File: config.mk
export PLATFORM = sky130hd
export DESIGN_NAME = note_detector
export DESIGN_NICKNAME = d
export VERILOG_FILES = /design/src/rtl/note_detector.sv
export SDC_FILE = /design/constraint.sdc
export NUM_CORES = 1
export LEC_CHECK = 0
export CAP_MARGIN = 20
export CORE_ASPECT_RATIO = 0.5
export CORE_MARGIN = 3
export CORE_UTILIZATION = 55
export CTS_BUF_LIST = sky130_fd_sc_hd__clkbuf_4
export CTS_CLUSTER_DIAMETER = 120
export DETAILED_ROUTE_END_ITERATION = 7
export PLACE_DENSITY = 0.79
export SLEW_MARGIN = 20
export SYNTH_ARGS = -nofsm -noshare
export SYNTH_HDL_FRONTEND = slang
export SYNTH_SLANG_ARGS = --single-unit
File: constraint.sdc
create_clock -name clk_in -period 4.1 [get_ports clk_in]
set_input_delay 1.23 -clock clk_in [delete_from_list [all_inputs] [get_ports clk_in]]
set_output_delay 1.23 -clock clk_in [all_outputs]
set_load 0.005 [all_outputs]
File: src/rtl/note_detector.sv
// note_detector: measures a square-wave period in clk_in cycles (ports: clk_in, rst, wave_in -> period, period_valid, silent)
module note_detector #(
  parameter int TIMEOUT = 600000,
  parameter int MIN_PERIOD = 16,
  localparam int W = $clog2(TIMEOUT + 1)
) (
  input  logic         clk_in,
  input  logic         rst,
  input  logic         wave_in,
  output logic [W-1:0] period,
  output logic         period_valid,
  output logic         silent
);
  typedef enum logic [1:0] {IDLE, ARMED, LOCKED} state_t;
  localparam logic [W-1:0] TO = W'(TIMEOUT);
  localparam logic [W-1:0] MP = W'(MIN_PERIOD);
  state_t r_state;
  logic r_s1, r_s2, r_p;
  logic [W-1:0] r_cnt;
  logic w_rise, w_sat, w_long;
  assign w_rise = r_s2 & ~r_p;
  assign w_sat  = r_cnt == TO;
  assign w_long = r_cnt >= MP;
  always_ff @(posedge clk_in) begin
    if (rst) begin
      r_s1         <= 1'b0;
      r_s2         <= 1'b0;
      r_p          <= 1'b0;
      r_cnt        <= '0;
      r_state      <= IDLE;
      period       <= '0;
      period_valid <= 1'b0;
      silent       <= 1'b1;
    end else begin
      r_s1         <= wave_in;
      r_s2         <= r_s1;
      r_p          <= r_s2;
      period_valid <= 1'b0;
      r_cnt        <= w_sat ? r_cnt : r_cnt + W'(1);
      if (r_state == IDLE) begin
        if (w_rise) begin
          r_state <= ARMED;
          r_cnt   <= W'(1);
          silent  <= 1'b0;
        end
      end else if (w_rise && w_long) begin
        // an edge landing on the saturated count still counts as a TIMEOUT-long period
        period       <= r_cnt;
        period_valid <= 1'b1;
        r_state      <= LOCKED;
        r_cnt        <= W'(1);
      end else if (!w_rise && w_sat) begin
        r_state <= IDLE;
        silent  <= 1'b1;
        period  <= '0;
      end
    end
  end
endmodule
# ---- Word-level counts from Yosys, hierarchy flattened
# Cells that the tools add are included.
dict set report word_totals {
  reg_bits 47
  latchBits 0
  mem_bits_rw 0
  rom_bits 0
  out_inout_bits 22
  word_cells 42
  mem_count 0
}
dict set report classes {
  n_addsub 1
  n_mul 0
  div 0
  order_cmp 1
  n_eq_ne 3
  n_shift 0
  mux 15
  bitwise_logic 3
  reduce_logical 11
}
# operator count
set op_table {}
lappend op_table {{20-bit 2-to-1 mux} 6}
lappend op_table {{20-bit by 1-bit adder with 20-bit output, second input constant} 1}
lappend op_table {{20-bit equality test, second input constant} 1}
lappend op_table {{20-bit by 5-bit >= comparator with 1-bit output, second input constant} 1}
lappend op_table {{2-bit 2-to-1 mux} 4}
lappend op_table {{1-bit 2-to-1 mux} 5}
lappend op_table {{2-bit inequality test, second input constant} 2}
lappend op_table {{2-bit AND reduction} 2}
lappend op_table {{2-bit nonzero test} 2}
lappend op_table {{3-bit AND reduction} 1}
lappend op_table {{3-bit nonzero test} 1}
lappend op_table {{1-bit logical AND} 2}
lappend op_table {{2-bit zero test} 1}
lappend op_table {{1-bit inverter} 2}
lappend op_table {{2-bit OR reduction} 1}
lappend op_table {{1-bit bitwise AND} 1}
lappend op_table {{1-bit zero test} 1}

# ---- Logic depth before layout (Yosys ltp)
dict set report depth {
  ltp_word 7
  ltp_mapped 7
  depth_no_buf 6
}

# ---- Worst setup path before layout
# OpenSTA, ideal clock, no wires.
dict set report synth_path {
  path_kind {input-to-reg}
  start {input rst}
  end {register r_cnt[10]}
  setup_ps 128
  arrival_ps 2301
  slack_ps 1671
  cell_stages 5
  cell_sequence {clkbuf_1 > nor2_1 > a21oi_1 > clkbuf_1 > nor2_1}
}
# item line
set synth_rtl {}
lappend synth_rtl {{from (decl)} 8} ;# input logic rst,
lappend synth_rtl {{to (signal assigned)} 39} ;# r_cnt <= w_sat ? r_cnt : r_cnt + W'(1);
lappend synth_rtl {{to (decl)} 19} ;# logic [W-1:0] r_cnt;

==> reports/summary.txt <==
top cell type's share of synthesized area = 0.454
global-route wire length before repair = 7670 um
worst reg2reg path endpoint = period[6]$_SDFFE_PP0P_
PD cells = 293 mW/mm2
worst-skew pair later-pin latency = 350 ps
Clk pwr share = 0.282
fin util = 0.678
clock sinks = 47
fin area = 0.00239 mm2
Core Rows = 15
Vias/cell = 5.75
setup repair bufs after CTS = 0
Finished Layout Cells = 303
RSZ-0062 raised after global routing = false
Max Cap Violations = 0
CP arrival = 2870 ps
run status = complete, no violations
Final Hold Viols = 0
Min-Delay Endpoint = r_s2$_SDFF_PP0_
CTS Buffer Depth = 2
data required time at the worst endpoint = 4300 ps
crit path kind = input port to register
total CTS buffers = 5
Root Driver = clkbuf_4
pre-CTS WS = 1070 ps
synthesized instance count = 234
FF+latch count, synth = 47
Placed Area = 0.00235 mm2
TritonCTS clock tree = done
Final setup viols = 0
slew margin rel. = 0.398
clock-pin slew on the worst setup and hold paths = 120 ps
Mapped Area = 0.00207 mm2
Synth-to-Final Area Change = 15.3%
antenna cells = 0
Core ar. = 0.00353 mm2
share of cells above drive strength 1 = 0.0516
Die Y = 49.4 um
Die ar. = 0.00459 mm2
Inst Count DP = 297
Worst R2R Path Depth = 4
Comb pwr share = 0.052
Final Skew = 7.25 ps
Hold Path Depth = 1
dpl hpwl = 3150 um
vias in the first global route = 1555
reg2reg setup slack = 1650 ps
gr ovfl total = 0
pins over their slew limit = 0
GPL Wtd Cong = 0.891
GRT Total Usage = 0.211
syn_nets = 239
reg2reg start = r_cnt[11]$_SDFF_PP0_
cell taking the most area after synthesis = dfxtp_1
minimum clock period = 2670 ps
die extent in x = 92.9 um
share of power burned in registers = 0.665
HP Start = r_s1$_SDFF_PP0_
Yosys cell types = 34
sequential area share after synthesis = 0.454
Fin Setup TNS = 0 ps
Post-CTS Hold Fix Bufs = 0
VDD IR max = 0.000154 V
Worst Setup End Kind = register
worst-margin pin slew = 900 ps
Initial DRC Count = 72
max frequency = 374 MHz
H-tree levels = 2
number of gates resized after CTS = 0
Synth Warn # = 0
Buffers on Ports = 24
# DRC = 0
PnR worst setup slack = 1430 ps
worst hold path type = register to register
Syn Area/Cell = 8.87 um2
Wirelength per Cell = 14.5 um
vias = 1743
Nets = 258
CP Max Fanout = 30
Startpoint Class = input port
leak pwr = 0.718 nW
Starting Density = 0.588
initial antenna violation count = 0
internal power consumption = 0.000544 W
Switching Fraction = 0.225
I/O pin count = 25
Final Routed Wirelength = 4400 um
antenna-violating nets left = 0
sw power = 0.000158 W
Tcrit/Tclk final = 0.652
largest net degree at the start of global routing = 31
fill count = 303
drt pass-1 iters = 4
main area contributors after synthesis = dfxtp_1 45%, o32ai_1 8.9%, nand2b_1 6.3%
## placed cells by master, fill, tap and decap left out, types with 6 or more instances in the layout
master,n
xnor2_1,12
clkbuf_4,6
nand2_1,6
nor4_1,7
o32ai_1,20
nand2b_1,21
inv_1,20
o21ai_0,7
nor2_1,21
nand3_1,9
clkdlybuf4s50_1,24
dfxtp_1,47
a21oi_1,7
or3_1,7
## stage by stage
stage	total power, W	hold slack, ps
after floorplan	0.000502	414
after global routing	0.000740	474
after detailed placement	0.000514	434
after CTS	0.000709	460
final	0.000702	453
after global placement	0.000512	420
## power by group through the flow
stage | Clock (W) | Sequential, W | Combinational, W
2_1_floorplan | 0 | 0.000476 | 0.0000260
3_3_place_gp | 0 | 0.000477 | 0.0000349
3_5_place_dp | 0 | 0.000477 | 0.0000366
4_1_cts | 0.000206 | 0.000467 | 0.0000366
5_1_grt | 0.000230 | 0.000468 | 0.0000424
6_report | 0.000198 | 0.000467 | 0.0000368
## cell families after synthesis
| kind of cell | share of synthesized area |
|---|---|
| AO/OA/AOI/OAI | 0.159 |
| XOR/XNOR | 0.0507 |
| adder cells (fa/ha/maj) | 0.0121 |
| buffers and inverters | 0.0675 |
| flip-flops | 0.454 |
| AND/OR/NAND/NOR | 0.258 |
## Yosys cell counts
cell type and n:
ha_1 2, nor2b_1 4, nor2_1 21, clkbuf_1 9, a21oi_1 7, or2_0 1
nor3_1 3, clkbuf_2 1, buf_6 1, and3_1 1, or4_4 2, o32ai_1 21
xnor2_1 12, or2b_1 1, a31oi_1 2, nand2b_1 21, o2111ai_1 1, nand4_1 5
nand3_1 9, a211oi_1 3, nor4_1 7, inv_1 20, o21ai_0 7, or4_1 2
buf_2 3, and4_1 2, o311ai_1 1, or3_1 7, nand2_1 6, o31ai_1 1
nand4_2 1, dfxtp_1 47, o211ai_1 2, and4_2 1
## state kept, by name, summed over array words and instances, names as in the netlist
signal and count:
period 20, r_p 1, r_s2 1, r_cnt 20, r_s1 1, period_valid 1, r_state 2, silent 1
## critical path, stage by stage
cell and delay, ps:
clkdlybuf4s50_1 1060, buf_4 360, nand2b_1 140, o32ai_1 70
## worst max path at each step
| stage | startpoint | end | slack, ps | depth (start not counted) |
|---|---|---|---|---|
| after CTS | rst | period[14]$_SDFFE_PP0P_ | 1450 | 4 |
| after global routing | rst | period[15]$_SDFFE_PP0P_ | 1310 | 4 |
| final | rst | period[14]$_SDFFE_PP0P_ | 1430 | 4 |
| after global placement | rst | period[16]$_SDFFE_PP0P_ | 1160 | 4 |
| after detailed placement | rst | period[14]$_SDFFE_PP0P_ | 1070 | 4 |
| after floorplan | rst | r_cnt[10]$_SDFF_PP0_ | 1670 | 5 |
## routing by layer
layer	GRT usage	vias up	routed length, um
li1	-	875	-
met1	0.304	815	2200
met2	0.308	48	1900
met3	0.0616	5	255
met4	0.0584	0	41
met5	0	-	0
## final cells by class
class                   instances  area [um2]  share of cell area
inverters                      20        75.1              0.0314
flip-flops and latches         47         941               0.393
well taps                      51        63.8              0.0267
clock buffers                   6        45.0              0.0188
multi-input cells             153        1010               0.423
repair buffers                 26         255               0.107
Power figures use the tool's default switching activity.
